<file path="config.mk">
export PLATFORM = sky130hd
export DESIGN_NAME = inst_fetch_flat
export DESIGN_NICKNAME = d
export VERILOG_FILES = /design/src/rtl/inst_fetch_pkg.sv /design/src/rtl/inst_fetch_if.sv /design/src/rtl/inst_fetch.sv /design/src/flat_wrapper.sv
export SDC_FILE = /design/constraint.sdc
export NUM_CORES = 1
export LEC_CHECK = 0
export ABC_AREA = 1
export BUFFER_PORTS_ARGS = -buffer_cell sky130_fd_sc_hd__buf_4
export CAP_MARGIN = 5
export CORE_UTILIZATION = 40
export DETAILED_ROUTE_END_ITERATION = 10
export GPL_TIMING_DRIVEN = 0
export PLACE_DENSITY = 0.69
export RECOVER_POWER = 50
export SLEW_MARGIN = 20
export SYNTH_ARGS = -nofsm -noshare
export SYNTH_HDL_FRONTEND = slang
export SYNTH_SLANG_ARGS = --single-unit
</file>
<file path="constraint.sdc">
create_clock -name clk -period 1.3 [get_ports clk]
set_input_delay 0.26 -clock clk [delete_from_list [all_inputs] [get_ports clk]]
set_output_delay 0.26 -clock clk [all_outputs]
set_load 0.03 [all_outputs]
</file>
<file path="src/rtl/inst_fetch_pkg.sv">
// inst_fetch_pkg: fetch FSM state encoding, opcode field masks and the
// needs_data() helper. The decoder uses the same opcode constants.
package inst_fetch_pkg;

  typedef enum logic [2:0] {
    IDLE,
    FETCH_HI,
    FETCH_LO,
    FETCH_DATA,
    READY
  } fetch_state_t;

  localparam logic [15:0] ONE_ARG_MASK = 16'hC000;
  localparam logic [15:0] ONE_ARG_VAL  = 16'h8000;
  localparam logic [15:0] SRC_MASK     = 16'h0600;
  localparam logic [15:0] SRC_DATA     = 16'h0200;

  // One-argument instruction whose source operand is the trailing data byte
  // (src field 0x0200 or 0x0300).
  function automatic logic needs_data(input logic [15:0] i);
    return ((i & ONE_ARG_MASK) == ONE_ARG_VAL) && ((i & SRC_MASK) == SRC_DATA);
  endfunction

endpackage

</file>
<file path="src/rtl/inst_fetch_if.sv">
// inst_fetch_if: byte-wide program memory port plus the fetch -> decoder
// handshake.
//   master (fetch unit): drives mem_rd, mem_addr, inst, data, inst_valid, pc
//   slave (memory/decoder/execute side): drives mem_rdata, mem_ack,
//     inst_done, branch_en, branch_target
interface inst_fetch_if #(
  parameter int ADDR_W = 16
);
  logic              mem_rd;
  logic [ADDR_W-1:0] mem_addr;
  logic [7:0]        mem_rdata;
  logic              mem_ack;
  logic [15:0]       inst;
  logic [7:0]        data;
  logic              inst_valid;
  logic              inst_done;
  logic              branch_en;
  logic [ADDR_W-1:0] branch_target;
  logic [ADDR_W-1:0] pc;

  modport master (
    output mem_rd, mem_addr, inst, data, inst_valid, pc,
    input  mem_rdata, mem_ack, inst_done, branch_en, branch_target
  );

  modport slave (
    input  mem_rd, mem_addr, inst, data, inst_valid, pc,
    output mem_rdata, mem_ack, inst_done, branch_en, branch_target
  );
endinterface

</file>
<file path="src/rtl/inst_fetch.sv">
// inst_fetch: instruction fetch unit. Keeps the PC, reads instruction bytes
// over an 8-bit memory port, assembles the 16-bit instruction and, for
// data-sourced operands, the trailing data byte, then presents them to the
// decoder with inst_valid until execute signals inst_done.
// Ports:
//   clk  - system clock, rising edge
//   rst  - asynchronous active-high reset
//   run  - fetching allowed (sampled in IDLE and READY)
//   bus  - inst_fetch_if.master: mem_rd/mem_addr/mem_rdata/mem_ack,
//          inst/data/inst_valid, inst_done/branch_en/branch_target, pc
module inst_fetch
  import inst_fetch_pkg::*;
#(
  parameter int                ADDR_W   = 16,
  parameter logic [ADDR_W-1:0] RESET_PC = '0
) (
  input  logic         clk,
  input  logic         rst,
  input  logic         run,
  inst_fetch_if.master bus
);

  fetch_state_t      state, state_d;
  logic [ADDR_W-1:0] pc, pc_d;
  logic [15:0]       inst, inst_d;
  logic [7:0]        data, data_d;

  always_ff @(posedge clk or posedge rst) begin
    if (rst) begin
      state <= IDLE;
      pc    <= RESET_PC;
      inst  <= '0;
      data  <= '0;
    end else begin
      state <= state_d;
      pc    <= pc_d;
      inst  <= inst_d;
      data  <= data_d;
    end
  end

  always_comb begin
    state_d = state;
    pc_d    = pc;
    inst_d  = inst;
    data_d  = data;
    case (state)
      IDLE: begin
        if (run) state_d = FETCH_HI;
      end
      FETCH_HI: begin
        if (bus.mem_ack) begin
          inst_d[15:8] = bus.mem_rdata;
          pc_d         = pc + ADDR_W'(1);
          state_d      = FETCH_LO;
        end
      end
      FETCH_LO: begin
        if (bus.mem_ack) begin
          inst_d[7:0] = bus.mem_rdata;
          pc_d        = pc + ADDR_W'(1);
          // Decide on the freshly completed word, not the stale register.
          state_d     = needs_data({inst[15:8], bus.mem_rdata}) ? FETCH_DATA : READY;
        end
      end
      FETCH_DATA: begin
        if (bus.mem_ack) begin
          data_d  = bus.mem_rdata;
          pc_d    = pc + ADDR_W'(1);
          state_d = READY;
        end
      end
      READY: begin
        if (bus.inst_done) begin
          if (bus.branch_en) pc_d = bus.branch_target;
          state_d = run ? FETCH_HI : IDLE;
        end
      end
      default: state_d = IDLE;
    endcase
  end

  // Decoded straight from the state register so that reset drops the read
  // request in the same cycle and address/request stay put until ack.
  assign bus.mem_rd     = (state == FETCH_HI) || (state == FETCH_LO) || (state == FETCH_DATA);
  assign bus.mem_addr   = pc;
  assign bus.inst       = inst;
  assign bus.data       = data;
  assign bus.inst_valid = (state == READY);
  assign bus.pc         = pc;

endmodule

</file>
<file path="src/flat_wrapper.sv">
// flat-port wrapper written by rule: the top's interface ports become plain ports
module inst_fetch_flat import inst_fetch_pkg::*;
#(
  parameter int                ADDR_W   = 16,
  parameter logic [ADDR_W-1:0] RESET_PC = '0
)
  (clk, rst, run, bus_mem_rd, bus_mem_addr, bus_inst, bus_data, bus_inst_valid, bus_pc, bus_mem_rdata, bus_mem_ack, bus_inst_done, bus_branch_en, bus_branch_target);
  inst_fetch_if #(.ADDR_W(ADDR_W)) bus_i ();
  input  logic clk;
  input  logic rst;
  input  logic run;
  output wire logic [$bits(bus_i.mem_rd)-1:0] bus_mem_rd;
  output wire logic [$bits(bus_i.mem_addr)-1:0] bus_mem_addr;
  output wire logic [$bits(bus_i.inst)-1:0] bus_inst;
  output wire logic [$bits(bus_i.data)-1:0] bus_data;
  output wire logic [$bits(bus_i.inst_valid)-1:0] bus_inst_valid;
  output wire logic [$bits(bus_i.pc)-1:0] bus_pc;
  input wire logic [$bits(bus_i.mem_rdata)-1:0] bus_mem_rdata;
  input wire logic [$bits(bus_i.mem_ack)-1:0] bus_mem_ack;
  input wire logic [$bits(bus_i.inst_done)-1:0] bus_inst_done;
  input wire logic [$bits(bus_i.branch_en)-1:0] bus_branch_en;
  input wire logic [$bits(bus_i.branch_target)-1:0] bus_branch_target;
  assign bus_mem_rd = bus_i.mem_rd;
  assign bus_mem_addr = bus_i.mem_addr;
  assign bus_inst = bus_i.inst;
  assign bus_data = bus_i.data;
  assign bus_inst_valid = bus_i.inst_valid;
  assign bus_pc = bus_i.pc;
  assign bus_i.mem_rdata = bus_mem_rdata;
  assign bus_i.mem_ack = bus_mem_ack;
  assign bus_i.inst_done = bus_inst_done;
  assign bus_i.branch_en = bus_branch_en;
  assign bus_i.branch_target = bus_branch_target;
  inst_fetch #(.ADDR_W(ADDR_W), .RESET_PC(RESET_PC)) u_core (.clk(clk), .rst(rst), .run(run), .bus(bus_i));
endmodule
</file>
# After elaboration in Yosys (flattened, before gate mapping)
# Index checks and enable logic that the tools add are counted.
# W data, S select, Z words.
[word_totals]
romBits = 0
output_inout_bits = 58
reg_bits = 43
latchBits = 0
in_bits = 30
mem_count = 0
ram_bits = 0
word_cells = 42
[op_classes]
n_mux = 12
div_mod_pow = 0
mul = 0
n_reduce_logical = 11
n_addsub = 1
bitwise_logic = 0
shifts = 0
order_cmp = 0
eq_ne = 13
[ops]
columns = ["cell", "count"]
rows = [
  ["$mux W16", 3],
  ["$pmux W16 S2", 1],
  ["$mux W3", 6],
  ["$add A16 B1 Y16 const B", 1],
  ["$pmux W3 S5", 1],
  ["$ne A2 B2 Y1 const B", 4],
  ["$eq A3 B2 Y1 const B", 2],
  ["$ne A2 B1 Y1 const B", 3],
  ["$reduce_and A2 Y1", 3],
  ["$reduce_and A5 Y1", 1],
  ["$reduce_and A4 Y1", 1],
  ["$eq A3 B1 Y1 const B", 1],
  ["$eq A3 B3 Y1 const B", 1],
  ["$logic_not A3 Y1", 1],
  ["$reduce_or A3 Y1", 1],
  ["$eq A2 B1 Y1 const B", 1],
  ["$eq A2 B2 Y1 const B", 1],
  ["$logic_or A1 B1 Y1", 2],
  ["$reduce_bool A2 Y1", 1],
  ["$logic_and A1 B1 Y1", 1],
  ["$mux W1", 1],
]

# Logic depth before layout (Yosys ltp)
# Gate-level depths: netlist of the first run.
[depth]
ltp_word = 5
ltp_mapped = 10
ltp_nobuf = 9

# Worst setup path before layout of the first run
# OpenSTA, ideal clock, no wires.
[synth_path]
path_kind = "flip-flop to flip-flop"
startpoint = "reg u_core.pc[1], in the netlist u_core.bus.mem_addr[1]"
endpoint = "reg u_core.pc[10], in the netlist u_core.bus.mem_addr[10]"
setup_time_ns = 0.117
path_stages_with_launch = 9
n_path_buf = 0
setup_slack_ns = -0.251
t_arrival_ns = 1.434
path_cell_list = "dfrtp_1 ha_1 nand3_1 inv_1 nand2_1 o21ai_0 nand3_1 nand2_1 nand2_1"
[synth_between]
elab_chain_len = 3
[synth_rtl]
columns = ["item", "line_no", "source"]
rows = [
  ["start, declared", "inst_fetch.sv:24", "logic [ADDR_W-1:0] pc, pc_d;"],
  ["start signal, assigned", "inst_fetch.sv:36", "pc <= pc_d;"],
  ["$add A16 B1 Y16", "inst_fetch.sv:54, inst_fetch.sv:61, inst_fetch.sv:69", ""],
  ["$mux W16", "inst_fetch.sv:52, inst_fetch.sv:59, inst_fetch.sv:67", ""],
  ["$pmux W16 S2", "inst_fetch.sv:47", "case (state)"],
]
# Every way passes these cells. The select of a mux whose other input is x is not followed.
# A chain may end at the register's enable or synchronous reset.

# Final worst setup path of the first run
[layout_path]
startpoint = "reg u_core.state[1]"
endpoint = "out bus_inst_valid"
[layout_between]
elab_chain_len = 1
[layout_rtl]
columns = ["item", "line_no", "source"]
rows = [
  ["start, declared", "inst_fetch.sv:23", "fetch_state_t state, state_d;"],
  ["start signal, assigned", "inst_fetch.sv:35", "state <= state_d;"],
  ["$eq A3 B3 Y1", "inst_fetch.sv:89", "assign bus.inst_valid = (state == READY);"],
  ["end, declared", "flat_wrapper.sv:16", "output wire logic [$bits(bus_i.inst_valid)-1:0] bus_inst_valid;"],
]
# Every way passes these cells.

==> metrics.md, run 1 <==
| Metric | Value |
|---|---|
| ANT cells | 0 |
| Peak VDD IR | around 1.3 mV |
| Synth Flop Type | dfrtp_1 |
| Total Power | 10,700 µW |
| Die Y | roughly 80 µm |
| Max_slew headroom | 0.738 |
| Final setup vio count | 20 |
| Fin worst setup slack | -0.165 ns |
| RSZ-0062 raised after global routing | true |
| Yosys top cell by area | dfrtp_1 |
| Vias in the first global route | ~2.4k |
| Via-to-Cell Ratio | 4.88 |
| Routed via count | around 2.5k |
| Count leader, synth | nand2_1 |
| Post-Syn Area | about 2400 µm² |
| Synth top cells by count | nand2_1 (96), dfrtp_1 (43), o21ai_0 (38), nor2_1 (33), inv_1 (28) |
| Levels on crit path | 4 |
| Register-to-register setup slack | -0.10 ns |
| Cell variety after synth | 23 |
| Worst-Skew Late Latency | 0.31 ns |
| Max Fanout on Critical Path | 4 |
| CP Cell Sequence | nor2_4 > nand2_4 > clkinv_8 > buf_8 |
| TritonCTS clock tree | built |
| Async SR Flop Fraction | 1.00 |
| Hold Vio Cnt, Final | 0 |
| Yosys reg bits | 43 |
| Die area | around 6300 µm² |
| Fin crit share | 1.13 |
| CP arrival | roughly 1.2 ns |
| H-tree depth | 2 |
| Largest net degree at the start of global routing | 28 |
| Average cell area after synthesis | 7.56 µm² |
| Crit path max-delay cell type | dfrtp_1 |
| Inst Count DP | 477 |
| Initial Utilization | 0.425 |
| I/O Buffers | 87 |
| Share of post-route cells with drive strength above 1 | 0.506 |
| Critical Path Sink | bus_inst_valid |
| Clock Path Buffers | 2 |
| Number of detailed-route iterations in the first pass | 4 |
| GRT Util Overall | 0.228 |
| Max stage delay on crit path | 0.42 ns |
| Net Count, Synth | 348 |
| Leakage power | slightly above 0.002 µW |
| Iteration-0 DRC Markers | 117 |
| Reg clk slew, reported paths | 0.10 ns |
| DP HPWL | between 4000 and 5000 µm |
| CTS root buf | clkbuf_8 |
| Worst r2r path cells | 6 |
| Fin cells | 521 |
| WL/cell | 13.8 µm |
| Drt drc | 0 |
| Max cap viols | 0 |
| CTS Sinks | 43 |
| Critical path data required time | 1.04 ns |
| Routed WL | 7190 µm |
| Worst setup SP type | register |
| WS Path Type | reg2out |
| Area Overhead vs Synth | 65.9% |
| Critical Path End Type | output port |
| DP Area | 3230 µm² |
| Fin area | just under 4000 µm² |
| Row cnt | 27 |
| GPL Wtd Cong | about 0.8 |
| Layout Nets | ~480 |
| Reg-to-reg endpoint | u_core.bus.mem_addr[3] |
| Worst Hold Class | in2reg |
| Critical path origin | u_core.state[1] |
| First-pass GRT wire length | about 11,000 µm |
| Synthesized instance count | 317 |
| Worst-Margin Slew | 0.392 ns |
| Top delay family on crit path | flip-flops |
| Io pins | just under 90 |
| Failing checks | setup timing |
| Post-synth EDFFs | 0 |
| Initial antenna violation count | 0 |
| Num CTS Buffers | 5 |
| Core area | 5640 µm² |
| Reg2Reg Launch Point | u_core.state[1] |
| Synth warn | 0 |
| CP bufs+invs | 2 |
| Post-layout util | 0.705 |
| Tmin final | approximately 1.5 ns |
| Remaining global-route overflow | 0 |
| Highest Clock Rate | ~700 MHz |
| Status | finished, violations left |
| PD cells | 2700 nW/µm² |
| Clock Skews | 0.00927 ns |
| Yosys top cell area share | 0.449 |
| Synth top area cells | dfrtp_1 (45%), nand2_1 (15%), o21ai_0 (7.9%) |
| Die width | 79.4 µm |
| Antenna viol nets, final | 0 |
| Slew Limit Fails | 0 |
| Sequential fraction of the synthesis area | 0.449 |
| Filler Cell Count | 451 |
power by group:
group / internal (µW) / switching (µW) / leakage, µW
Combinational: 3190 / 4010 / 0.00145
Sequential: 1980 / 627 / 0.000518
Clock: 396 / 526 / 0.0000491
worst register-to-register path, stage by stage, from the launching register on:
cell and delay, ns:
dfrtp_1 0.42, nor2_4 0.20, nand2_4 0.10, buf_6 0.16, buf_6 0.16, o211ai_1 0.16
o21ai_1 0.09
cell type report:
type | instances | area, µm² | share of cell area
clock buffer | 5 | 68.8 | 0.0173
tap | 72 | 90.1 | 0.0226
timing repair buffer | 124 | 1060 | 0.268
inverter | 30 | 138 | 0.0346
sequential | 43 | 1100 | 0.276
clock inverter | 3 | 26.3 | 0.00661
buffer | 23 | 233 | 0.0585
multi-input combinational | 221 | 1260 | 0.316
repair_timing:
item | CTS | global route
hold buffers | 1 | 0
buffers inserted | 21 | 12
endpoints found under the hold margin | 16 | 0
gates resized for setup | 69 | 49
cloned | 3 | 2
pin swaps | 8 | 15
endpoints found under the setup margin | 60 | 53
routing by layer:
layer	up-vias	routed length, µm	global-route usage	share of wire
li1	1254	-	-	-
met2	85	3850	0.410	0.54
met4	0	93	0.0673	0.013
met3	11	538	0.0720	0.075
met1	1190	2710	0.256	0.38
met5	-	0	0	0
sequential cells by signal (all words and copies together) (netlist names):
register and cells:
u_core.bus.mem_addr 16, u_core.bus.data 8, u_core.state 3, u_core.bus.inst 16
cells by family (layout without fill, tap and decap cells):
kind of cell,Yosys count,after routing,share of synthesized area
AOI/OAI and AO/OA,44,44,0.0971
and+or+nand+nor,170,171,0.311
xor gates and xnor gates,5,5,0.0183
DFF,43,43,0.449
adders and majority gates,1,1,0.00522
buffers and inverters,54,185,0.120
cells in the final DEF, fill, tap and decap left out, drive strengths merged:
cell and count:
o21a 3, or2 2, dlygate4sd3 1, nor2 43
clkbuf 10, nand2 98, nand3 23, buf 141
inv 31, dfrtp 43, ha 1, xor2 2
clkinv 2, xnor2 3, o21ai 39, o211ai 2
nand4 5
worst min-delay path by stage:
| stage | from | end | slack, ns | depth (start not counted) |
|---|---|---|---|---|
| 2_1_floorplan | bus_branch_target[3] | u_core.bus.mem_addr[3] | 0.43 | 2 |
| 3_3_place_gp | u_core.bus.inst[12] | u_core.bus.inst[12] | 0.47 | 2 |
| 3_5_place_dp | rst | u_core.bus.mem_addr[15] | 0.29 | 2 |
| 4_1_cts | bus_branch_target[3] | u_core.bus.mem_addr[3] | 0.23 | 3 |
| 5_1_grt | bus_mem_rdata[1] | u_core.bus.inst[1] | 0.24 | 3 |
| 6_report | bus_mem_rdata[3] | u_core.bus.inst[11] | 0.23 | 3 |
through the flow:
stage	TNS [ns]	hold slack, ns	worst slack, ns
after floorplan	-1.21	0.429	-0.0570
after global placement	-32.28	0.469	-0.736
after detailed placement	-6.72	0.288	-0.259
after CTS	-1.28	0.232	-0.164
after global routing	-3.64	0.244	-0.215
final	-1.67	0.233	-0.165
Power figures use the tool's default switching activity.
==> run 2, diff against run 1 <==
--- a/config.mk
+++ b/config.mk
@@ -11,7 +11,7 @@
 export CORE_UTILIZATION = 40
 export DETAILED_ROUTE_END_ITERATION = 10
 export GPL_TIMING_DRIVEN = 0
-export PLACE_DENSITY = 0.69
+export PLACE_DENSITY = 0.67
 export RECOVER_POWER = 50
 export SLEW_MARGIN = 20
 export SYNTH_ARGS = -nofsm -noshare
==> constraint.sdc (replaced) <==
create_clock -name clk -period 1.53 [get_ports clk]
set_input_delay 0.306 -clock clk [delete_from_list [all_inputs] [get_ports clk]]
set_output_delay 0.306 -clock clk [all_outputs]
set_load 0.03 [all_outputs]
==> run 2 against run 1 <==
Critical path depth stayed put. Die area did not move. Sequential share of layout area increased by 4.9 points. Register-to-register slack gained 0.17 ns. Largest cell class is now sequential cells. Clock power increased by 15%. Critical endpoint unchanged. The run now ends clean. Flip-flop and latch count stayed put. Highest routed layer unchanged. Global-route usage fell by 2.1 points. Final cell count down 5.6%.
==> metrics.md, run 2 (synthesis results as in run 1) <==
| Metric | Value |
|---|---|
| Reg clk slew, reported paths | 0.08 ns (was 0.10 ns) |
| Die width | 79.4 µm (unchanged) |
| Row cnt | 27 (unchanged) |
| Initial Utilization | 0.425 (unchanged) |
| DP Area | 3160 µm² (was 3230 µm²) |
| Remaining global-route overflow | 0 (unchanged) |
| Hold Vio Cnt, Final | 0 (unchanged) |
| GRT Util Overall | 0.207 (was 0.228) |
| TritonCTS clock tree | built (unchanged) |
| Iteration-0 DRC Markers | 127 (was 117) |
| H-tree depth | 2 (unchanged) |
| Antenna viol nets, final | 0 (unchanged) |
| Tmin final | around 1.5 ns |
| Largest net degree at the start of global routing | 35 (was 28) |
| DP HPWL | 4460 µm (was 4520 µm) |
| Max cap viols | 0 (unchanged) |
| I/O Buffers | 87 (unchanged) |
| Area Overhead vs Synth | 39.3% (was 65.9%) |
| Leakage power | 0.00171 µW (was 0.00201 µW) |
| Io pins | 88 (unchanged) |
| PD cells | 2340 nW/µm² (was 2700 nW/µm²) |
| Status | complete, no violations (was finished, violations left) |
| Hold_ws | 0.265 ns (was 0.233 ns) |
| GPL Wtd Cong | 0.814 (was 0.811) |
| First-pass GRT wire length | 10,100 µm (was 11,100 µm) |
| Critical Path End Type | output port (unchanged) |
| Die area | 6310 µm² (unchanged) |
| CTS Sinks | 43 (unchanged) |
| Via-to-Cell Ratio | 4.76 (was 4.88) |
| Share of post-route cells with drive strength above 1 | 0.336 (was 0.506) |
| CP arrival | 1.21 ns (was 1.20 ns) |
| Critical path data required time | 1.22 ns (was 1.04 ns) |
| Die Y | 79.4 µm (unchanged) |
| RSZ-0062 raised after global routing | true (unchanged) |
| Max Fanout on Critical Path | 7 (was 4) |
| Clock Skews | 0.00438 ns (was 0.00927 ns) |
| Inst Count DP | 477 (unchanged) |
| Peak VDD IR | 1.14 mV (was 1.29 mV) |
| Fin cells | 492 (was 521) |
| Clock Path Buffers | 2 (unchanged) |
| Num CTS Buffers | 5 (unchanged) |
| Worst Hold Class | in2reg (unchanged) |
| Worst-Skew Late Latency | 0.30 ns (was 0.31 ns) |
| Vias in the first global route | 2,172 (was 2,447) |
| Slew Limit Fails | 0 (unchanged) |
| Most frequent cells in the layout | nand2_1 (95), buf_4 (90), o21ai_0 (38) (was buf_4 (99), nand2_1 (87), buf_6 (37)) |
| Fin area | 3340 µm² (was 3980 µm²) |
| Fin crit share | 0.992 |
| Core area | 5640 µm² (unchanged) |
| Final setup vio count | 0 (was 20) |
| ANT cells | 0 (unchanged) |
| WL/cell | 12.4 µm (was 13.8 µm) |
| Layout Nets | 450 (was 479) |
| Routed via count | 2,343 (was 2,540) |
| Most common cell after layout, fill and taps aside | nand2_1 (was buf_4) |
| Max_slew headroom | 0.682 (was 0.738) |
| WS Path Type | reg2out (unchanged) |
| Initial antenna violation count | 0 (unchanged) |
| Routed WL | 6080 µm (was 7190 µm) |
| Highest Clock Rate | 659 MHz |
| Drt drc | 0 (unchanged) |
| CTS root buf | clkbuf_8 (unchanged) |
| Worst-Margin Slew | 0.476 ns (was 0.392 ns) |
| Number of detailed-route iterations in the first pass | 4 (unchanged) |
| Worst setup SP type | register (unchanged) |
[run 2: cell types whose count changed in the layout (fill, tap and decap cells not counted), moves of 6 or more]
cell,before,now
dfrtp_1,25,36
nand2_1,87,95
nor2_4,11,3
o21ai_0,25,38
clkbuf_1,0,21
o21ai_1,10,1
dfrtp_2,18,7
buf_4,99,90
nor2_1,19,27
buf_6,37,2
nand2_2,7,1
[run 2: metal layers]
layer / track usage / vias to the layer above / share of wire / wire, µm
li1: - / 1185 / - / -
met1: 0.249 / 1077 / 0.42 / 2580
met2: 0.361 / 76 / 0.50 / 3040
met3: 0.0583 / 5 / 0.066 / 400
met4: 0.0582 / 0 / 0.0099 / 60
met5: 0 / - / 0 / 0
[run 2: area by class of cell]
cell class,instances,area [µm²]
Inverter,30,118
Buffer,24,174
Clock inverter,2,60.1
Fill cell,543,2300
Clock buffer,6,72.6
Timing Repair Buffer,95,657
Multi-Input combinational cell,220,1080
Sequential cell,43,1080
Tap cell,72,90.1
[run 2: critical path: stages (launching register included)]
cell and delay (ns):
dfrtp_2 0.44, nor2_4 0.18, nand2_4 0.07, clkinv_4 0.09
buf_6 0.13
[run 2: metrics by stage]
| stage | setup TNS, ns | worst slack [ns] | utilization | power (µW) |
|---|---|---|---|---|
| 2_1_floorplan | 0 | 0.0798 | - | 5200 |
| 3_3_place_gp | -18.48 | -0.559 | 0.557 | 6680 |
| 3_5_place_dp | -0.596 | -0.0723 | 0.561 | 6790 |
| 4_1_cts | -0.745 | -0.0755 | 0.589 | 7920 |
| 5_1_grt | -0.338 | -0.0567 | 0.592 | 8380 |
| 6_report | 0 | 0.0126 | 0.592 | 7810 |
[run 2: path summary, 6_finish.rpt]
kind                                        start                       to  slack, ns  cells past startpoint
setup / recovery                  u_core.state[0]           bus_inst_valid       0.01                      4
hold / removal               bus_branch_target[3]   u_core.bus.mem_addr[3]       0.27                      3
setup reg to reg           u_core.bus.mem_addr[0]  u_core.bus.mem_addr[10]       0.07                      8
hold reg to reg                u_core.bus.inst[2]       u_core.bus.inst[2]       0.49                      2
max in group asynchronous                     rst   u_core.bus.mem_addr[6]       0.40                      4
min in group asynchronous                     rst  u_core.bus.mem_addr[11]       0.57                      3
[run 2: timing repair]
action	CTS	global route
endpoints found under the hold margin	9	0
pin swaps	1	1
hold buffers	1	0
endpoints found under the setup margin	18	36
buffers inserted	2	4
resized for setup	2	22
[run 2: power breakdown]
part / total, µW / internal (µW) / switching, µW
sequential: 2230 / 1660 / 564
clock: 1060 / 653 / 410
combinational: 4530 / 1690 / 2830
total: 7810 / 4010 / 3810
==> run 3, diff against run 2 <==
--- a/config.mk
+++ b/config.mk
@@ -5,13 +5,12 @@
 export SDC_FILE = /design/constraint.sdc
 export NUM_CORES = 1
 export LEC_CHECK = 0
-export ABC_AREA = 1
 export BUFFER_PORTS_ARGS = -buffer_cell sky130_fd_sc_hd__buf_4
 export CAP_MARGIN = 5
 export CORE_UTILIZATION = 40
 export DETAILED_ROUTE_END_ITERATION = 10
 export GPL_TIMING_DRIVEN = 0
-export PLACE_DENSITY = 0.67
+export PLACE_DENSITY = 0.68
 export RECOVER_POWER = 50
 export SLEW_MARGIN = 20
 export SYNTH_ARGS = -nofsm -noshare
==> run 3 against run 2 <==
First-iteration DRC count rose by 1.6%. Flip-flop and latch count did not move. Largest cell class is now multi-input gates. Clock skew rose by 0.0075 ns. Routed wire length rose by 12%. The flow now finishes with violations (setup timing). Largest power group unchanged. Highest routed layer unchanged.
==> metrics.md, run 3 <==
| Metric | Value |
|---|---|
| DP Area | 3010 µm² (was 3160 µm²) |
| Fin cells | 398 (was 492) |
| Synth top cells by count | dfrtp_1 (43), mux2_2 (24), buf_4 (17), o21ai_0 (17), a21oi_1 (16) (was nand2_1 (96), dfrtp_1 (43), o21ai_0 (38), nor2_1 (33), inv_1 (28)) |
| CTS Sinks | 43 (unchanged) |
| WS Path Type | reg2out (unchanged) |
| Slew Limit Fails | 0 (unchanged) |
| Critical path data required time | 1.22 ns (about the same) |
| RSZ-0062 raised after global routing | true (unchanged) |
| Failing checks | setup timing |
| Die area | 5870 µm² (was 6310 µm²) |
| GR Util met1 | 0.254 (was 0.249) |
| Leakage power | 0.00162 µW (was 0.00171 µW) |
| GRT Util Overall | 0.223 (was 0.207) |
| Max_slew headroom | 0.625 (was 0.682) |
| PD cells | 2350 nW/µm² (was 2340 nW/µm²) |
| Fin area | 3580 µm² (was 3340 µm²) |
| Layout Nets | 358 (was 450) |
| Post-Syn Area | 2230 µm² (was 2400 µm²) |
| GR Util met2 | 0.386 (was 0.361) |
| TritonCTS clock tree | built (unchanged) |
| Multi-input gate area | 1190 µm² (was 1080 µm²) |
| ANT cells | 0 (unchanged) |
| Gr busiest metal | met2 (unchanged) |
| Initial antenna violation count | 0 (unchanged) |
| Hold Vio Cnt, Final | 0 (unchanged) |
| Synth warn | 0 (unchanged) |
| Vias in the first global route | 2,112 (was 2,172) |
| Net Count, Synth | 244 (was 348) |
| Clock Skews | 0.0119 ns (was 0.00438 ns) |
| DP HPWL | 4170 µm (was 4460 µm) |
| Yosys top cell area share | 0.483 (was 0.449) |
| CP arrival | 1.49 ns (was 1.21 ns) |
| Via-to-Cell Ratio | 5.54 (was 4.76) |
| Antenna viol nets, final | 0 (unchanged) |
| Yosys top cell by area | dfrtp_1 (unchanged) |
| Number of detailed-route iterations in the first pass | 4 (unchanged) |
| Max cap viols | 0 (unchanged) |
| Area Overhead vs Synth | 60.5% (was 39.3%) |
| Average cell area after synthesis | 10.5 µm² (was 7.56 µm²) |
| Sequential fraction of the synthesis area | 0.483 (was 0.449) |
| Critical path origin | u_core.state[1] (was u_core.state[0]) |
| Most common cell after layout, fill and taps aside | buf_4 (was nand2_1) |
| Reg2Reg Launch Point | u_core.state[1] (was u_core.bus.mem_addr[0]) |
| Drt drc | 0 (unchanged) |
| Synth top area cells | dfrtp_1 (48%), mux2_2 (12%), buf_4 (5.7%) (was dfrtp_1 (45%), nand2_1 (15%), o21ai_0 (7.9%)) |
| Share of post-route cells with drive strength above 1 | 0.613 (was 0.336) |
| Io pins | 88 (unchanged) |
| Filler Cell Count | 419 (was 543) |
| WL/cell | 17.1 µm (was 12.4 µm) |
| GPL Wtd Cong | 0.853 (was 0.814) |
| Worst setup SP type | register (unchanged) |
| Sequential cell area | 1090 µm² (was 1080 µm²) |
| Max stage delay on crit path | 0.42 ns (was 0.44 ns) |
| Hold Path Origin | bus_inst_done (was bus_branch_target[3]) |
| Worst-Margin Slew | 0.562 ns (was 0.476 ns) |
| Synthesized instance count | 213 (was 317) |
| Routed WL | 6820 µm (was 6080 µm) |
| Critical Path End Type | output port (unchanged) |
| Fin worst setup slack | -0.267 ns (was 0.0126 ns) |
| GRT met3 Usage | 0.0647 (was 0.0583) |
| Iteration-0 DRC Markers | 129 (was 127) |
| Fin crit share | 1.17 (was 0.992) |
| Largest net degree at the start of global routing | 32 (was 35) |
| Worst-Skew Late Latency | 0.30 ns (about the same) |
| Core area | 5240 µm² (was 5640 µm²) |
| Worst Hold Class | in2reg (unchanged) |
| Count leader, synth | dfrtp_1 (was nand2_1) |
| CP bufs+invs | 4 (was 2) |
| Total Power | 8390 µW (was 7810 µW) |
| Max Fanout on Critical Path | 4 (was 7) |
| Remaining global-route overflow | 0 (unchanged) |
| I/O Buffers | 87 (unchanged) |
| Num CTS Buffers | 5 (unchanged) |
| Most frequent cells in the layout | buf_4 (97), dfrtp_1 (35), clkbuf_1 (16) (was nand2_1 (95), buf_4 (90), o21ai_0 (38)) |
| Final setup vio count | 27 (was 0) |
| Clock Path Buffers | 2 (unchanged) |
| Routed via count | 2,205 (was 2,343) |
| Tmin final | 1.80 ns (was 1.52 ns) |
| Row cnt | 26 (was 27) |
| Status | finished, violations left (was complete, no violations) |
| Crit path max-delay cell type | dfrtp_2 (unchanged) |
| Post-synth EDFFs | 0 (unchanged) |
| H-tree depth | 2 (unchanged) |
| First-pass GRT wire length | 10,300 µm (was 10,100 µm) |
| CP Cell Sequence | or3b_1 > buf_6 > clkinv_8 > buf_8 > buf_6 (was nor2_4 > nand2_4 > clkinv_4 > buf_6) |
| Async SR Flop Fraction | 1.00 (unchanged) |
| Setup TNS | -4.18 ns (was 0 ns) |
| Synth Flop Type | dfrtp_1 (unchanged) |
| Highest Clock Rate | 557 MHz (was 659 MHz) |
| Die Y | 76.6 µm (was 79.4 µm) |
| CTS root buf | clkbuf_8 (unchanged) |
| Peak VDD IR | 1.31 mV (was 1.14 mV) |
| Reg clk slew, reported paths | 0.09 ns (was 0.08 ns) |
| Most used cell, CP | buf_6 |
| Yosys reg bits | 43 (unchanged) |
| Die width | 76.6 µm (was 79.4 µm) |
| Dpl ws | -0.313 ns (was -0.0723 ns) |
| Inst Count DP | 371 (was 477) |
| Cell variety after synth | 41 (was 23) |
| Initial Utilization | 0.425 (about the same) |
| Top delay family on crit path | flip-flops (unchanged) |
==> run 3: cell types whose count changed in the layout (fill, tap and decap cells not counted), sizes merged, moves of 4 or more <==
cell	change
inv	-24
mux2	+24
o22ai	+4
and3	+4
o21ai	-22
nor4	+4
clkbuf	-4
buf	+19
a21oi	+16
nand2	-88
nand3	-14
nor2	-31
==> run 3: worst paths after layout <==
| check | endpoint | slack, ns | cells after the start |
|---|---|---|---|
| min in group asynchronous | u_core.bus.mem_addr[7] | 0.61 | 3 |
| worst max-delay path | bus_inst_valid | -0.27 | 5 |
| max in group asynchronous | u_core.state[1] | 0.22 | 4 |
| worst min register to register | u_core.bus.inst[1] | 0.51 | 1 |
| worst min-delay path | u_core.state[2] | 0.24 | 2 |
| worst max register to register | u_core.bus.mem_addr[12] | -0.24 | 7 |
==> run 3: area by class of cell <==
cell class / instances / share of cell area
multi-input cells: 136 / 0.333
flip-flops and latches: 43 / 0.304
repair buffers: 109 / 0.238
plain buffers: 26 / 0.0654
well taps: 70 / 0.0245
clock buffers: 5 / 0.0192
inverters: 6 / 0.00980
clock inverters: 3 / 0.00560
==> run 3: report_power, final <==
part,internal [µW],switching (µW),total (µW)
sequential,1700,591,2290
combinational,2390,2990,5370
clock,318,415,733
total,4400,3990,8390
==> run 3: per-layer routing <==
metal,part of all wire,up-vias,routed length [µm]
met1,0.40,1086,2750
met3,0.075,19,513
met4,0.024,0,164
met2,0.50,104,3390
li1,-,996,-
met5,0,-,0
==> run 3: kinds of logic after synthesis <==
group                      count (synthesis)  share of synthesized area
and+or+nand+nor                           52                      0.123
DFF                                       43                      0.483
AOI/OAI and AO/OA                         58                      0.167
buffers and inverters                     34                     0.0955
adders and majority gates                  1                    0.00561
muxes                                     25                      0.126
==> run 3: what timing repair did <==
| item | in CTS | in global routing |
|---|---|---|
| cloned | 2 | 0 |
| pin swaps | 10 | 12 |
| endpoints found under the hold margin | 12 | 0 |
| setup endpoints to repair | 35 | 34 |
| resized for setup | 56 | 45 |
| hold buffers | 1 | 0 |
| buffers inserted | 11 | 8 |
==> run 3: metrics by stage <==
stage	utilization	hold WS (ns)
global route	0.683	0.240
detailed placement	0.575	0.287
CTS	0.653	0.223
global placement	0.571	0.489
finish	0.683	0.245
floorplan	-	0.415
